## config.mk

```make
export PLATFORM = sky130hd
export DESIGN_NAME = vec_stream_tx_flat
export DESIGN_NICKNAME = d
export VERILOG_FILES = /design/src/rtl/vec_stream_tx_if.sv /design/src/rtl/vec_stream_tx.sv /design/src/flat_wrapper.sv
export SDC_FILE = /design/constraint.sdc
export NUM_CORES = 1
export LEC_CHECK = 0
export CAP_MARGIN = 20
export CORE_UTILIZATION = 55
export DETAILED_ROUTE_END_ITERATION = 8
export MAX_ROUTING_LAYER = met4
export PLACE_DENSITY = 0.85
export REMOVE_ABC_BUFFERS = 1
export SLEW_MARGIN = 20
export SYNTH_ARGS = -nofsm -noshare
export SYNTH_HDL_FRONTEND = slang
export SYNTH_SLANG_ARGS = --single-unit
```

## constraint.sdc

```tcl
create_clock -name clk -period 6.3 [get_ports clk]
set_clock_uncertainty 0.2 [all_clocks]
set_input_delay 0.63 -clock clk [delete_from_list [all_inputs] [get_ports clk]]
set_output_delay 0.63 -clock clk [all_outputs]
set_load 0.01 [all_outputs]
```

## src/rtl/vec_stream_tx_if.sv

```systemverilog
// Bundle of command, SRAM read port and downstream stream signals for vec_stream_tx.
// The master modport is the transmitter; the slave modport is its environment.
interface vec_stream_tx_if #(
  parameter int DATA_W = 64,
  parameter int ADDR_W = 8
);
  logic              start;
  logic [ADDR_W-1:0] base_addr;
  logic [ADDR_W:0]   len;
  logic              busy;
  logic              done;
  logic              mem_ren;
  logic [ADDR_W-1:0] mem_addr;
  logic [DATA_W-1:0] mem_rdata;
  logic              vld_out;
  logic              rdy_in;
  logic [DATA_W-1:0] data_out;
  logic              last_out;

  modport master (
    input  start, base_addr, len, mem_rdata, rdy_in,
    output busy, done, mem_ren, mem_addr, vld_out, data_out, last_out
  );

  modport slave (
    output start, base_addr, len, mem_rdata, rdy_in,
    input  busy, done, mem_ren, mem_addr, vld_out, data_out, last_out
  );
endinterface

```

## src/rtl/vec_stream_tx.sv

```systemverilog
// Streams a contiguous block of SRAM words to a valid/ready sink.
// Reads are throttled so that data still in flight from the one-cycle SRAM
// always has a slot in the 2-entry output FIFO, which keeps full throughput
// with a ready sink while never overflowing under backpressure.
module vec_stream_tx #(
  parameter int DATA_W = 64,
  parameter int ADDR_W = 8
) (
  input  logic            clk,
  input  logic            rst,
  vec_stream_tx_if.master bus
);

  localparam logic [1:0] IDLE   = 2'd0;
  localparam logic [1:0] STREAM = 2'd1;
  localparam logic [1:0] FINISH = 2'd2;

  logic [1:0]        state;
  logic [ADDR_W-1:0] base_q;
  logic [ADDR_W:0]   len_q;
  logic [ADDR_W:0]   issued;
  logic [ADDR_W:0]   popped;
  logic [ADDR_W:0]   last_idx;
  logic              inflight;

  logic [DATA_W-1:0] fifo_mem [2];
  logic              wr_ptr;
  logic              rd_ptr;
  logic [1:0]        count;

  logic              pop;
  logic              ren;
  logic              final_hs;
  logic [2:0]        occupancy;

  // Handshake, read throttling and end-of-command detection.
  always_comb begin
    pop       = 1'b0;
    occupancy = 3'd0;
    ren       = 1'b0;
    final_hs  = 1'b0;
    last_idx  = len_q - {{ADDR_W{1'b0}}, 1'b1};
    pop       = (count != 2'd0) && bus.rdy_in;
    occupancy = {1'b0, count} + {2'b00, inflight} - {2'b00, pop};
    ren       = (state == STREAM) && (issued < len_q) && (occupancy < 3'd2);
    final_hs  = (state == STREAM) && pop && (popped == last_idx);
  end

  assign bus.busy     = (state != IDLE);
  assign bus.done     = (state == FINISH);
  assign bus.mem_ren  = ren;
  assign bus.mem_addr = base_q + issued[ADDR_W-1:0];
  assign bus.vld_out  = (count != 2'd0);
  assign bus.data_out = fifo_mem[rd_ptr];
  assign bus.last_out = (count != 2'd0) && (popped == last_idx);

  // Command FSM: captures operands on an idle start and tracks issued/delivered words.
  always_ff @(posedge clk) begin
    if (rst) begin
      state  <= IDLE;
      base_q <= '0;
      len_q  <= '0;
      issued <= '0;
      popped <= '0;
    end else begin
      case (state)
        IDLE: begin
          if (bus.start) begin
            base_q <= bus.base_addr;
            len_q  <= bus.len;
            issued <= '0;
            popped <= '0;
            state  <= (bus.len == '0) ? FINISH : STREAM;
          end
        end
        STREAM: begin
          if (ren) issued <= issued + 1'b1;
          if (pop) popped <= popped + 1'b1;
          if (final_hs) state <= FINISH;
        end
        FINISH: state <= IDLE;
        default: state <= IDLE;
      endcase
    end
  end

  // Output FIFO: read data lands one cycle after its request; write and pop may coincide.
  always_ff @(posedge clk) begin
    if (rst) begin
      inflight    <= 1'b0;
      wr_ptr      <= 1'b0;
      rd_ptr      <= 1'b0;
      count       <= 2'd0;
      fifo_mem[0] <= '0;
      fifo_mem[1] <= '0;
    end else begin
      inflight <= ren;
      if (inflight) begin
        fifo_mem[wr_ptr] <= bus.mem_rdata;
        wr_ptr           <= ~wr_ptr;
      end
      if (pop) rd_ptr <= ~rd_ptr;
      count <= count + {1'b0, inflight} - {1'b0, pop};
    end
  end

  // Guard against a returning word finding no free FIFO slot.
  always @(posedge clk) begin
    if (!rst) begin
      assert (!(inflight && (count == 2'd2) && !pop))
        else $error("vec_stream_tx: write into full FIFO");
    end
  end

endmodule

```

## src/flat_wrapper.sv

```systemverilog
// flat-port wrapper written by rule: the top's interface ports become plain ports
module vec_stream_tx_flat 
#(
  parameter int DATA_W = 64,
  parameter int ADDR_W = 8
)
  (clk, rst, bus_start, bus_base_addr, bus_len, bus_mem_rdata, bus_rdy_in, bus_busy, bus_done, bus_mem_ren, bus_mem_addr, bus_vld_out, bus_data_out, bus_last_out);
  vec_stream_tx_if #(.DATA_W(DATA_W), .ADDR_W(ADDR_W)) bus_i ();
  input  logic clk;
  input  logic rst;
  input wire logic [$bits(bus_i.start)-1:0] bus_start;
  input wire logic [$bits(bus_i.base_addr)-1:0] bus_base_addr;
  input wire logic [$bits(bus_i.len)-1:0] bus_len;
  input wire logic [$bits(bus_i.mem_rdata)-1:0] bus_mem_rdata;
  input wire logic [$bits(bus_i.rdy_in)-1:0] bus_rdy_in;
  output wire logic [$bits(bus_i.busy)-1:0] bus_busy;
  output wire logic [$bits(bus_i.done)-1:0] bus_done;
  output wire logic [$bits(bus_i.mem_ren)-1:0] bus_mem_ren;
  output wire logic [$bits(bus_i.mem_addr)-1:0] bus_mem_addr;
  output wire logic [$bits(bus_i.vld_out)-1:0] bus_vld_out;
  output wire logic [$bits(bus_i.data_out)-1:0] bus_data_out;
  output wire logic [$bits(bus_i.last_out)-1:0] bus_last_out;
  assign bus_i.start = bus_start;
  assign bus_i.base_addr = bus_base_addr;
  assign bus_i.len = bus_len;
  assign bus_i.mem_rdata = bus_mem_rdata;
  assign bus_i.rdy_in = bus_rdy_in;
  assign bus_busy = bus_i.busy;
  assign bus_done = bus_i.done;
  assign bus_mem_ren = bus_i.mem_ren;
  assign bus_mem_addr = bus_i.mem_addr;
  assign bus_vld_out = bus_i.vld_out;
  assign bus_data_out = bus_i.data_out;
  assign bus_last_out = bus_i.last_out;
  vec_stream_tx #(.DATA_W(DATA_W), .ADDR_W(ADDR_W)) u_core (.clk(clk), .rst(rst), .bus(bus_i));
endmodule
```

==> impl_metrics.ini <==
[sta]
holdWs_ns = 0.2627
fin_tns_setup_ns = 0
drv_slew = 0
setup_viol = 0
worstMarginPinSlew_ns = 1.074
rsz0062_at_grt = no
finalCriticalPeriod_ns = 4.420
relSlewSlack_pct = 28.43
fmax_mhz = 226.2
period_share_pct = 70.16
hold_violations = 0

[pwr]
p_int_mw = 2.488
power_switching_mw = 0.8487
powerDensity_nw_per_um2 = 318.9
p_clk_share_pct = 33.4
irDropWorstVdd_uv = 201.0
swShare_pct = 25.44
p_leak_nw = 4.006
combPwrFrac_pct = 26.0
pwr-share-seq_pct = 40.6

[detailed_routing]
vias_per_cell = 5.497
route.detailed.drc = 0
routedWlPerCell_um = 17.73
vias = 5563
drtPass1Iterations = 5
drt_iter0_markers = 483
drt_wl_total_um = 17940
ant_nets = 0

[logic_synthesis]
synth_cells = 665
avgSynthCellArea_um2 = 12.07
yosysTopAreaCellShare_pct = 47.90
synth_top_cells_by_area = edfxtp_1 48%, dfxtp_1 11%, and2_1 10%, mux2_2 9.0%, ha_1 3.1%
synth_common_cells = 130 x and2_1, 128 x edfxtp_1, 64 x mux2_2
ys_ff_latch = 171
synth_edf_count = 128
synth_area_um2 = 8025
ys.flop_type = edfxtp_1
ys_seq_area_share_pct = 58.62
ys_warn_count = 0
yosysTopAreaCell = edfxtp_1
ys_types = 49
synthArstFlopShare_pct = 0
synth_most_common_cell = and2_1

[grt]
overflow = 0
grt_usage_pct = 25.30
grt_max_degree = 66
grt_pass1_vias = 5640
grt_first_pass_wirelength_um = 27740
antenna_found_initial = 0

[clock_network]
postCtsSetupBuffers = 0
numCtsBuffers = 17
ctsResizeCount = 0
cts_tree = built
cts.sinks = 171
cts_buffer_depth = 2
clock_latency_ns = 0.43
htree_levels = 4
root_buffer = clkbuf_16
clkTransAtPathRegs_ns = 0.06
ctsHoldBuffers = 0

[floorplanning]
die_x_um = 122.8
rows = 43
die_height_um = 122.8
start_util_pct = 57.15
num_io_pins = 162
design.die.area_um2 = 15080
coreArea_um2 = 14040

[hold_path]
hp-class = flip-flop to flip-flop

[cells_and_area]
diodes = 0
nets = 926
final_core_util_pct = 74.50
final_area_um2 = 10460
drive_gt1_share_pct = 13.58
syn_to_final_growth_pct = 30.36
stdcell_count = 1012

[placed_design]
dp_cells = 980
dp_hpwl_um = 11810
routabilityCongestion = 0.8485
placed_area_um2 = 9798
port_buffers = 161

[status]
status = complete, no violations

[worst_setup_path]
worstSetupStartpointType = input port
crit_arrival_ns = 3.59
crit_path_end_kind = output port
crit_path_max_fanout = 5
worst-setup-path-type = input port to output port
crit_required_ns = 5.47

[run]
cap_violations = 0
## per-stage QoR
| stage | power [mW] | setup WS, ns |
|---|---|---|
| floorplan | 1.814 | 1.902 |
| global placement | 2.223 | 1.974 |
| detailed placement | 2.242 | 1.894 |
| CTS | 3.349 | 1.883 |
| global route | 3.456 | 1.666 |
| finish | 3.336 | 1.880 |
## power by group through the flow
stage | clock network (mW) | logic (mW) | registers [mW]
final | 1.12 | 0.866 | 1.35
after global routing | 1.16 | 0.929 | 1.36
after CTS | 1.12 | 0.872 | 1.36
after detailed placement | 0 | 0.864 | 1.38
after global placement | 0 | 0.853 | 1.37
after floorplan | 0 | 0.404 | 1.41
## cells by family (layout without fill, tap and decap cells)
kind of cell	Yosys count	in the layout	share of synthesized area, %
AND/OR/NAND/NOR	262	262	18.04
adder cells (fa/ha/maj)	22	22	3.617
flip-flops	171	171	58.62
AO/OA/AOI/OAI	60	60	4.599
XOR/XNOR	29	29	3.336
multiplexers	65	65	9.105
buffers and inverters	56	223	2.682
## layout by cell type (no fill, tap or decap), drive strengths merged, types with 2 or more instances in the layout
master / synthesis / routed
clkdlybuf4s50: 0 / 161
and2: 130 / 130
edfxtp: 128 / 128
mux2: 64 / 64
nand2: 49 / 49
dfxtp: 43 / 43
a21oi: 31 / 31
nor2: 28 / 28
clkbuf: 29 / 27
inv: 23 / 25
ha: 20 / 20
xor2: 16 / 16
xnor2: 12 / 12
nand3: 12 / 12
o21ai: 11 / 11
nor3: 9 / 9
buf: 4 / 7
nor2b: 6 / 6
or3: 5 / 5
nand4: 4 / 4
and3: 4 / 4
nor4: 4 / 4
clkinv: 0 / 3
nand2b: 2 / 2
or2: 2 / 2
and4: 2 / 2
o31ai: 2 / 2
or4: 2 / 2
fa: 2 / 2
a21o: 2 / 2
a21boi: 2 / 2
a31oi: 2 / 2
a221oi: 2 / 2
## sequential cells by signal (all words and copies together), names as in the netlist, named ones only
register / count
u_core.state: 2
u_core.popped: 9
u_core.rd_ptr: 1
u_core.count: 2
u_core.wr_ptr: 1
u_core.issued: 9
u_core.inflight: 1
u_core.base_q: 8
u_core.fifo_mem: 128
u_core.len_q: 9
## metal layers
| layer | vias to the layer above | GRT usage (%) | routed length (µm) |
|---|---|---|---|
| li1 | 2625 | - | - |
| met1 | 2694 | 29.83 | 7371 |
| met2 | 217 | 42.94 | 8983 |
| met3 | 27 | 4.461 | 1208 |
| met4 | 0 | 9.985 | 376 |
| met5 | - | - | 0 |
## final cells by class
type / count / area (µm²)
Sequential cell: 171 / 4706
Clock inverter: 5 / 32.53
Multi-Input combinational cell: 438 / 3117
Timing Repair Buffer: 168 / 1664
Clock buffer: 27 / 630.6
Inverter: 23 / 86.33
Tap cell: 180 / 225.2
Fill cell: 864 / 3581
## path summary, 6_finish.rpt
| kind | start | endpoint | slack [ns] | cells after the start |
|---|---|---|---|---|
| max | bus_rdy_in | bus_mem_ren | 1.88 | 12 |
| min | u_core.base_q[0] | u_core.base_q[0] | 0.26 | 2 |
| min reg2reg | u_core.base_q[0] | u_core.base_q[0] | 0.26 | 2 |
| max reg2reg | u_core.count[1] | u_core.issued[7] | 2.56 | 12 |
## worst max-delay path, cell delays in order
cell	delay, ns
clkdlybuf4s50_1	0.39
o21ai_0	0.21
inv_1	0.13
ha_1	0.30
inv_1	0.04
ha_1	0.18
fa_1	0.38
xnor2_1	0.14
nor4_1	0.22
a21boi_2	0.23
and3_1	0.20
clkdlybuf4s50_1	0.54
(Power assumes the default switching activity.)
